File: src/rtl/keypad_scanner.sv
// keypad_scanner: scans a 4x4 active-low matrix keypad and emits a debounced hex key code.
// Define KEY_REPEAT_EN to re-pulse key_valid every REPEAT_SAMPLES samples while a key is held.
module keypad_scanner #(
    parameter int SCAN_DIV       = 16,
    parameter int DEBOUNCE_CNT   = 4,
    parameter int REPEAT_SAMPLES = 64
) (
    input  logic       int_osc,
    input  logic       reset,
    input  logic [3:0] row,
    output logic [3:0] col,
    output logic [3:0] key,
    output logic       key_valid,
    output logic       key_held
);
    localparam int DW = $clog2(SCAN_DIV);
    localparam int CW = $clog2(DEBOUNCE_CNT + 1);
    // nibble {r,c} holds the legend of the key at row r, column c
    localparam logic [63:0] KEYMAP = 64'hDF0E_C987_B654_A321;

    typedef enum logic [1:0] {SCAN, DEBOUNCE, HELD} state_t;

    state_t        r_state, w_state;
    logic [3:0]    r_sync1, r_rs, r_col, r_pat, r_key;
    logic [3:0]    w_col, w_pat, w_key, w_low;
    logic [DW-1:0] r_dwell;
    logic [CW-1:0] r_cnt, w_cnt;
    logic [1:0]    w_r, w_c;
    logic          r_valid, r_held, w_valid, w_held, w_sample, w_one, w_accept;
`ifdef KEY_REPEAT_EN
    localparam int RW = $clog2(REPEAT_SAMPLES + 1);
    logic [RW-1:0] r_rep, w_rep;
`endif

    assign col       = r_col;
    assign key       = r_key;
    assign key_valid = r_valid;
    assign key_held  = r_held;

    assign w_sample = r_dwell == DW'(SCAN_DIV - 1);
    assign w_low    = ~r_rs;
    assign w_one    = (w_low != 4'd0) && ((w_low & (w_low - 4'd1)) == 4'd0);
    assign w_r      = {w_low[3] | w_low[2], w_low[3] | w_low[1]};
    assign w_c      = {~r_col[3] | ~r_col[2], ~r_col[3] | ~r_col[1]};
    // r_rs matching the one-low capture means row/column are still the captured ones
    assign w_accept = w_sample && ((r_state == SCAN && w_one && DEBOUNCE_CNT == 1) ||
                      (r_state == DEBOUNCE && r_rs == r_pat && r_cnt == CW'(DEBOUNCE_CNT - 1)));

    always_comb begin
        w_state = r_state;
        w_cnt   = r_cnt;
        w_col   = r_col;
        w_pat   = r_pat;
        w_key   = r_key;
        w_valid = 1'b0;
        w_held  = r_held;
`ifdef KEY_REPEAT_EN
        w_rep   = r_rep;
`endif
        if (w_sample) begin
            case (r_state)
                SCAN: begin
                    if (w_one) begin
                        w_pat   = r_rs;
                        w_cnt   = CW'(1);
                        w_state = DEBOUNCE;
                    end else
                        w_col = {r_col[2:0], r_col[3]};
                end
                DEBOUNCE: begin
                    w_cnt = r_cnt + 1'b1;
                    if (r_rs != r_pat) begin
                        w_state = SCAN;
                        w_cnt   = '0;
                    end
                end
                default: begin
                    w_cnt = &r_rs ? r_cnt + 1'b1 : '0;
                    if (&r_rs && r_cnt == CW'(DEBOUNCE_CNT - 1)) begin
                        w_state = SCAN;
                        w_held  = 1'b0;
                        w_cnt   = '0;
                    end
`ifdef KEY_REPEAT_EN
                    w_rep = &r_rs ? '0 : r_rep + 1'b1;
                    if (!(&r_rs) && r_rep == RW'(REPEAT_SAMPLES - 1)) begin
                        w_rep   = '0;
                        w_valid = 1'b1;
                    end
`endif
                end
            endcase
            if (w_accept) begin
                w_key   = KEYMAP[{w_r, w_c, 2'b00} +: 4];
                w_valid = 1'b1;
                w_held  = 1'b1;
                w_state = HELD;
                w_cnt   = '0;
`ifdef KEY_REPEAT_EN
                w_rep   = '0;
`endif
            end
        end
    end

    always_ff @(posedge int_osc or negedge reset) begin
        if (!reset) begin
            r_sync1 <= 4'hF;
            r_rs    <= 4'hF;
            r_dwell <= '0;
            r_state <= SCAN;
            r_cnt   <= '0;
            r_col   <= 4'b1110;
            r_pat   <= 4'hF;
            r_key   <= 4'h0;
            r_valid <= 1'b0;
            r_held  <= 1'b0;
        end else begin
            r_sync1 <= row;
            r_rs    <= r_sync1;
            r_dwell <= w_sample ? '0 : r_dwell + 1'b1;
            r_state <= w_state;
            r_cnt   <= w_cnt;
            r_col   <= w_col;
            r_pat   <= w_pat;
            r_key   <= w_key;
            r_valid <= w_valid;
            r_held  <= w_held;
        end
    end

`ifdef KEY_REPEAT_EN
    always_ff @(posedge int_osc or negedge reset) begin
        if (!reset)
            r_rep <= '0;
        else
            r_rep <= w_rep;
    end
`endif
endmodule

File: config.mk
export PLATFORM = sky130hd
export DESIGN_NAME = keypad_scanner
export DESIGN_NICKNAME = d
export VERILOG_FILES = /design/src/rtl/keypad_scanner.sv
export SDC_FILE = /design/constraint.sdc
export NUM_CORES = 1
export LEC_CHECK = 0
export ABC_AREA = 1
export CAP_MARGIN = 15
export CORE_MARGIN = 1
export CORE_UTILIZATION = 52
export CTS_BUF_LIST = sky130_fd_sc_hd__clkbuf_4 sky130_fd_sc_hd__clkbuf_8
export DETAILED_ROUTE_END_ITERATION = 10
export PLACE_DENSITY_LB_ADDON = 0.08
export SLEW_MARGIN = 20
export SYNTH_ARGS = -nofsm -noshare
export SYNTH_HDL_FRONTEND = slang
export SYNTH_SLANG_ARGS = --single-unit
File: constraint.sdc
create_clock -name int_osc -period 1.6 [get_ports int_osc]
set_clock_uncertainty 0.2 [all_clocks]
set_input_delay 0.16 -clock int_osc [delete_from_list [all_inputs] [get_ports int_osc]]
set_output_delay 0.16 -clock int_osc [all_outputs]
set_load 0.01 [all_outputs]
======== After elaboration in Yosys (flattened, before gate mapping) ========
Index checks and enable logic that the tools add are counted.
operators by class
  divide/modulo/power cells ............... 0
  bitwise gates (word level) .............. 10
  reductions and logical operators ........ 18
  multiplexer cells ....................... 17
  shift-type cells ........................ 1
  multiply operators ...................... 0
  $add $sub $neg .......................... 3
  equal/unequal tests ..................... 8
  order comparisons ....................... 0
operators by type and width
  operator                                                                      count
  64-bit by 7-bit indexed part select with 4-bit output (first input constant)  1
  3-bit 2-to-1 mux                                                              5
  3-bit AND reduction                                                           3
  2-bit 2-to-1 mux                                                              4
  4-bit AND reduction                                                           2
  4-bit nonzero test                                                            2
  3-bit one-hot mux with 2 select lines                                         1
  1-bit logical AND                                                             5
  1-bit 2-to-1 mux                                                              5
  4-bit by 1-bit adder with 4-bit output (second input constant)                1
  4-bit AND                                                                     1
  4-bit equality test                                                           1
  4-bit equality test (second input constant)                                   1
  4-bit logical NOT                                                             1
  4-bit 2-to-1 mux                                                              1
  4-bit != test                                                                 1
  1-bit inverter                                                                4
  4-bit inverter                                                                1
  1-bit OR                                                                      4
  2-bit one-hot mux with 2 select lines                                         1
  2-bit AND reduction                                                           2
  4-bit by 1-bit subtractor with 4-bit output (second input constant)           1
  3-bit by 1-bit adder with 3-bit output (second input constant)                1
  3-bit by 2-bit equality test with 1-bit output (second input constant)        1
  7 further kinds                                                               7
storage, ports and cells
  bits in writable memories ............... 0
  word-level logic and storage cells ...... 67
  bits in latches ......................... 0
  memories ................................ 0
  bits in registers ....................... 31
  memory bits (read-only) ................. 0
  output and inout bits ................... 10

======== Logic depth before layout (Yosys ltp) ========
Gate-level depths: netlist of the first run.
  depth in word-level cells ............... 8
  gate-level depth with buffers ........... 9

======== Worst setup path before layout of the first run ========
OpenSTA, ideal clock, no wires.
  path kind ............................... register to register
  start ................................... register r_col[3] (netlist: col[3])
  end ..................................... register r_key[2] (netlist: key[2])
  setup slack ............................. -0.113 ns
  clock period less this slack ............ 1.713 ns
  stages on the path, launching flop included .. 7
  data required time ...................... 1.326 ns
  setup time .............................. 0.074 ns
  data arrival time ....................... 1.439 ns
  cell sequence ........................... dfstp_2 > nand2_1 > ha_1 > or2_2 > o21ai_0 > o21ai_0 > o21ai_2
between the ends
  word-level cells in the longest chain between the ends .. 3
ends and longest elaborated chain
  what                                                     RTL line  source
  start: declaration                                       24        logic [3:0] r_sync1, r_rs, r_col, r_pat, r_key;
  start signal: assignment                                 124       r_col <= w_col;
  1-bit inverter *                                         44        assign w_c = {~r_col[3] | ~r_col[2], ~r_col[3] | ~r_col[1]};
  1-bit OR                                                 44
  64-bit by 7-bit indexed part select with 4-bit output *  94        w_key = KEYMAP[{w_r, w_c, 2'b00} +: 4];
  end signal: assignment                                   126       r_key <= w_key;
  end: declaration                                         24
Every way passes the cells marked *; elsewhere a longest branch is shown, timed or not.
A chain may end at the register's enable or synchronous reset.

======== Final worst setup path of the first run ========
  start ................................... register r_rs[3]
  end ..................................... register r_state[1]
between the ends
  word-level cells in the longest chain between the ends .. 7
ends and longest elaborated chain
  what                                         RTL line  source
  start: declaration                           24
  start signal: assignment                     120       r_rs <= r_sync1;
  4-bit inverter                               41        assign w_low = ~r_rs;
  4-bit by 1-bit subtractor with 4-bit output  42        assign w_one = (w_low != 4'd0) && ((w_low & (w_low - 4'd1)) == 4'd0);
  4-bit AND                                    42
  4-bit logical NOT                            42
  1-bit logical AND                            42
  3-bit != test (no line)                      --
  4-bit AND reduction (no line)                --
  end signal: assignment                       122       r_state <= w_state;
  end: declaration                             23        state_t r_state, w_state;
Parallel ways exist; a longest one is shown, timed or not.

==> results of run 1 <==
-- registers in the layout, summed over array words and instances, names as in the netlist --
| name | count |
|---|---|
| key | 4 |
| key_held | 1 |
| col | 4 |
| r_dwell | 4 |
| r_state | 2 |
| r_rs | 4 |
| key_valid | 1 |
| r_pat | 4 |
| r_cnt | 3 |
| r_sync1 | 4 |
-- layer usage --
layer	track usage	up-vias	wire, µm
met5	0	-	0
li1	-	636	-
met4	0.0750	0	46
met3	0.0484	7	90
met2	0.408	21	1670
met1	0.244	600	1290
-- cell families (layout without fill, tap and decap cells) --
kind of cell / Yosys count / count (layout) / synth area share
AND/OR/NAND/NOR: 88 / 88 / 0.279
flip-flops: 31 / 31 / 0.510
buffers and inverters: 24 / 74 / 0.0683
AO/OA/AOI/OAI: 20 / 20 / 0.0748
adder cells (fa/ha/maj): 7 / 7 / 0.0563
XOR/XNOR: 2 / 2 / 0.0113
-- cell type report --
type	instances	area share
clock buffers	6	0.0243
repair buffers	42	0.173
multi-input cells	117	0.341
clock inverters	2	0.0166
well taps	31	0.0184
inverters	24	0.0504
flip-flops and latches	31	0.376
-- power groups by stage --
stage | combinational [mW] | sequential [mW] | clock (mW)
floorplan | 0.154 | 0.921 | 0
global placement | 0.323 | 0.910 | 0
detailed placement | 0.338 | 0.913 | 0
CTS | 0.359 | 0.900 | 0.640
global route | 0.405 | 0.908 | 0.677
finish | 0.365 | 0.901 | 0.628
-- synthesized netlist by cell type (2+ instances only) --
master,instances
o21ai_0,6
xor2_1,2
nor2_1,13
nand3_2,2
nand2_2,2
nand2_1,53
ha_1,7
or2_2,3
dfstp_2,15
a21oi_1,4
inv_1,18
o21ai_1,4
nand3_1,7
dfrtp_1,16
inv_2,4
o211ai_1,2
-- path summary, 6_finish.rpt --
path / startpoint / cells past startpoint / to
worst min register to register: r_sync1[0] / 0 / r_rs[0]
worst max-delay path: r_rs[3] / 7 / r_state[1]
min in group asynchronous: reset / 3 / key[3]
max in group asynchronous: reset / 3 / col[1]
worst min-delay path: row[2] / 1 / r_sync1[2]
worst max register to register: r_rs[3] / 7 / r_state[1]
-- per-stage QoR --
stage	area (µm²)	hold slack (ns)	instances
final	2110	0.0365	253
after detailed placement	1920	0.148	238
after global placement	1920	0.146	238
after global routing	2110	0.0193	253
after floorplan	1560	-0.336	172
after CTS	2070	0.0254	251
-- what timing repair did --
action                     CTS  global route
buffers inserted             4             2
resized for setup           16            18
hold buffers                 1             0
hold endpoints to repair    16             0
setup endpoints to repair   15            26
pin swaps                    1             3
-- worst register-to-register path, stage by stage (launching register included) --
cell     delay, ns
dfstp_2       0.61
nand2_2       0.13
nor2_4        0.15
nand2_1       0.11
a21oi_2       0.18
nand3_2       0.10
nand2_1       0.07
nand2_1       0.05
==> run_results.csv, run 1 <==
group,metric,value,unit
run_status,outcome,"complete, but fails checks",
run_status,violations,"negative setup slack",
logic_synthesis,synth-seq-area-share,0.510,
pwr,seqPwrFrac,0.476,
grt,grt_pass1_wl,5.35,mm
clocking,cts_tree,"yes",
die,core_area,0.00281,mm²
die,pin_count,16,
detailed_routing,drc,0,
critical_path,crit_fanout,5,
critical_path,path_delay_family,"simple AND/OR/NAND/NOR gates",
final_layout,drive_gt1_frac,0.414,
logic_synthesis,synthDistinctLibCells,30,
logic_synthesis,synth_area_per_cell,9.05,µm²
critical_path,crit_chain,"nand2_2 > nor2_4 > nand2_1 > a21oi_2 > nand3_2 > nand2_1 > nand2_1",
final_layout,fillCellCount,215,
final_layout,antennaDiodeCount,0,
pwr,pwr-share-clk,0.332,
pwr,swShare,0.256,
pwr,p_leak,1.18,nW
detailed_routing,via_per_inst,5.00,
clocking,cts_buffers,5,
final_layout,post-route-util,0.752,
timing,final.setup.tns,-0.730,ns
die,dieArea,0.00322,mm²
die,row_count,19,
critical_path,cp_slowest_cell,"dfstp_2",
detailed_routing,wl_per_cell,12.2,µm
logic_synthesis,synth-seq-cells,31,
critical_path,cp.arrival,1.72,ns
logic_synthesis,synth_edf_count,0,
timing,finalSetupViolations,12,
grt,track_usage,0.220,
clocking,htree_levels,2,
detailed_routing,first_pass_iters,4,
critical_path,critPathKind,"flip-flop to flip-flop",
logic_synthesis,synth_top_cell_by_area,"dfrtp_1",
detailed_routing,first_iter_violations,21,
timing,setup_ws,-0.0940,ns
logic_synthesis,synth_area_leaders,"dfrtp_1 (26%), dfstp_2 (25%), nand2_1 (13%)",
detailed_routing,detail-route-antenna-nets,0,
timing,post-route-period-util,1.06,
logic_synthesis,ys_async_sr_fraction,1.00,
logic_synthesis,synth_top_area_frac,0.257,
logic_synthesis,syn_inst,172,
clocking,clk_path_buf_depth,2,
logic_synthesis,synth-main-ff-cell,"dfrtp_1",
final_layout,area_delta_synth_final,35.6,%
grt,grt_antenna_before_repair,0,
die,die_h,56.7,µm
pwr,ir_drop,760,µV
clocking,root_buffer,"clkbuf_4",
pwr,power,1.89,mW
die,initial_core_util,0.555,
detailed_routing,vias,1264,
detailed_routing,routed_wl,3.10,mm
clocking,worstSkewPairLatency,0.32,ns
placement,io_buffers,15,
timing,rsz0062_at_grt,"true",
worst_hold_path,min_path_type,"primary input to flip-flop",
final_layout,seqCellArea,795,µm²
timing,maxSlewViolCount,0,
job,drv_cap,0,
final_layout,multi_input_area,719,µm²
critical_path,endpoint_kind,"flip-flop",
final_layout,nets,234,
die,fp.dieW,56.7,µm
timing,worstMarginPinSlew,0.262,ns
critical_path,crit_top_cell,"nand2_1",
pwr,comb_power_share,0.193,
pwr,powerDensity,897,mW/mm²
final_layout,mostFrequentLayoutCell,"nand2_1",
clocking,clk_pin_slew,0.10,ns
placement,dpl.hpwl,2.27,mm
timing,fmax,590,MHz
grt,grt_max_degree,32,
final_layout,layout_common_cells,"nand2_1 (41), buf_4 (25), inv_1 (16), dfrtp_1 (16), dfstp_2 (15)",
critical_path,crit_required,1.63,ns
timing,fin_crit,1.69,ns
logic_synthesis,yosysWarnings,0,
pwr,power_switching,0.484,mW
pwr,intPower,1.41,mW
logic_synthesis,synth_fp_nets,185,
critical_path,worst-path-buf-inv,0,
critical_path,start_kind,"flip-flop",
placement,dp_slack,-0.147,ns
logic_synthesis,netlist_area,0.00156,mm²
grt,grt-ovfl-total,0,
critical_path,ff2ff_setup_slack,-0.09,ns
grt,grt_pass1_vias,1299,
clocking,cts_sinks,31,
critical_path,max_stage_delay,0.61,ns
placement,place.gp.congestion,0.814,
timing,slew_headroom,0.824,
timing,hold_viol_final,0,
Note: power is estimated with default switching activity, not from simulation.
==> run 2: changes to the inputs <==
--- a/config.mk
+++ b/config.mk
@@ -7,7 +7,7 @@
 export LEC_CHECK = 0
 export ABC_AREA = 1
 export CAP_MARGIN = 15
-export CORE_MARGIN = 1
+export CORE_MARGIN = 3
 export CORE_UTILIZATION = 52
 export CTS_BUF_LIST = sky130_fd_sc_hd__clkbuf_4 sky130_fd_sc_hd__clkbuf_8
 export DETAILED_ROUTE_END_ITERATION = 10
==> run 2 against run 1 <==
  * The run still ends with negative setup slack left
  * First-iteration DRC count rose by 120%
  * Wire length down 5.7%
  * Register-to-register slack about the same
  * Sequential power barely moved
  * Sequential share of layout area is 0.47 points higher
  * Flip-flop and latch count unchanged
  * Largest cell class unchanged
==> run_results.csv, run 2 (synthesis results as in run 1) <==
group,metric,value,unit
run_status,outcome,"complete, but fails checks",
run_status,violations,"negative setup slack",
grt,grt_pass1_wl,4.80,mm
detailed_routing,via_per_inst,4.98,
timing,fin_crit,1.68,ns
pwr,comb_power_share,0.197,
pwr,intPower,1.31,mW
critical_path,cp.arrival,1.70,ns
die,row_count,19,
die,die_h,60.7,µm
placement,place.gp.congestion,0.823,
grt,grt_antenna_before_repair,0,
pwr,pwr-share-clk,0.296,
worst_hold_path,min_path_type,"primary input to flip-flop",
timing,setup_ws,-0.0802,ns
detailed_routing,wl_met3,100,µm
placement,io_buffers,15,
final_layout,antennaDiodeCount,0,
pwr,power,1.78,mW
die,core_area,0.00281,mm²
final_layout,fillCellCount,203,
grt,track_usage,0.178,
detailed_routing,routed_wl,2.92,mm
critical_path,ff2ff_setup_slack,-0.08,ns
timing,maxSlewViolCount,0,
die,dieArea,0.00369,mm²
detailed_routing,first_pass_iters,4,
critical_path,crit_fanout,8,
pwr,p_leak,1.21,nW
timing,finalSetupViolations,11,
clocking,worstSkewPairLatency,0.32,ns
final_layout,drive_gt1_frac,0.392,
pwr,swShare,0.264,
clocking,clk_path_buf_depth,2,
clocking,htree_levels,2,
die,pin_count,16,
grt,grt-ovfl-total,0,
final_layout,post-route-util,0.743,
critical_path,crit_required,1.62,ns
pwr,seqPwrFrac,0.507,
timing,hold_viol_final,0,
job,drv_cap,0,
placement,place_inst,238,
grt,grt_pass1_vias,1196,
die,initial_core_util,0.555,
detailed_routing,routed.top_layer,"met4",
detailed_routing,detail-route-antenna-nets,0,
timing,post-route-period-util,1.05,
timing,final.setup.tns,-0.587,ns
die,fp.dieW,60.7,µm
clocking,cts_buffers,5,
timing,slew_headroom,0.815,
detailed_routing,wl_per_cell,11.5,µm
critical_path,critPathKind,"flip-flop to flip-flop",
final_layout,mostFrequentLayoutCell,"nand2_1",
final_layout,stdcell_count,253,
final_layout,nets,234,
final_layout,area_delta_synth_final,33.9,%
timing,rsz0062_at_grt,"true",
detailed_routing,wl_met2,1.53,mm
detailed_routing,wl_met1,1.22,mm
pwr,ir_drop,690,µV
clocking,cts_tree,"yes",
final_layout,layout_common_cells,"nand2_1 (42), buf_4 (24), inv_1 (17)",
timing,fmax,595,MHz
final_layout,seqCellArea,795,µm²
detailed_routing,vias,1260,
timing,worstMarginPinSlew,0.276,ns
critical_path,endpoint_kind,"flip-flop",
clocking,cts_sinks,31,
final_layout,final_area,0.00208,mm²
pwr,power_switching,0.469,mW
clocking,clk_pin_slew,0.09,ns
detailed_routing,drc,0,
grt,grt_max_degree,32,
final_layout,multi_input_area,706,µm²
pwr,powerDensity,853,mW/mm²
critical_path,start_kind,"flip-flop",
detailed_routing,first_iter_violations,46,
clocking,root_buffer,"clkbuf_4",
placement,post_dp_cell_area,0.00192,mm²
placement,dpl.hpwl,2.15,mm
[run 2: changes by cell type in the layout (fill, tap and decap cells not counted), sizes merged]
cell / before / now
bufinv: 2 / 1
dlymetal6s2s: 4 / 5
clkinv: 1 / 0
clkdlybuf4s15: 1 / 0
clkbuf: 8 / 11
clkdlybuf4s50: 6 / 5
[run 2: final timing paths]
path	from	endpoint	cells past startpoint
worst max register to register	r_rs[2]	key[2]	9
worst max-delay path	r_rs[2]	key[2]	9
max in group asynchronous	reset	col[3]	3
worst min register to register	r_sync1[0]	r_rs[0]	0
worst min-delay path	row[2]	r_sync1[2]	1
min in group asynchronous	reset	r_cnt[2]	3
[run 2: area by class of cell]
class | count | share of cell area
Sequential cell | 31 | 0.381
Multi-Input combinational cell | 117 | 0.339
Timing Repair Buffer | 42 | 0.176
Inverter | 24 | 0.0510
Clock buffer | 8 | 0.0348
Tap cell | 31 | 0.0186
[run 2: repair_timing]
| action | in CTS | in global routing |
|---|---|---|
| setup endpoints to repair | 14 | 26 |
| pin swaps | 7 | 8 |
| endpoints found under the hold margin | 16 | 0 |
| buffers inserted | 5 | 1 |
| resized for setup | 17 | 16 |
| hold buffers | 1 | 0 |
[run 2: power by group through the flow]
| stage | registers [mW] | clock network, mW | logic (mW) |
|---|---|---|---|
| 4_1_cts | 0.901 | 0.541 | 0.354 |
| 3_5_place_dp | 0.914 | 0 | 0.330 |
| 3_3_place_gp | 0.910 | 0 | 0.321 |
| 5_1_grt | 0.910 | 0.586 | 0.390 |
| 2_1_floorplan | 0.921 | 0 | 0.154 |
| 6_report | 0.901 | 0.527 | 0.350 |
[run 2: worst max-delay path: stages, from the launching register on]
cell and delay (ns):
dfstp_2 0.59, inv_2 0.05, nand2_1 0.05, nand2_1 0.08, nor2_4 0.16, nand3_4 0.11
nor2_8 0.16, inv_4 0.08, nand2_2 0.06, o21ai_2 0.05
[run 2: metal layers]
| layer | up-vias | global-route usage |
|---|---|---|
| met4 | 0 | 0.0929 |
| met5 | - | 0 |
| met2 | 24 | 0.321 |
| met3 | 11 | 0.0383 |
| met1 | 586 | 0.194 |
| li1 | 639 | - |
[run 2: metrics by stage]
stage               hold WS [ns]  setup slack [ns]
detailed placement         0.147            -0.137
global route              0.0209            -0.156
finish                    0.0331           -0.0802
CTS                       0.0232           -0.0923
global placement           0.145           -0.0868
floorplan                 -0.336           0.00147
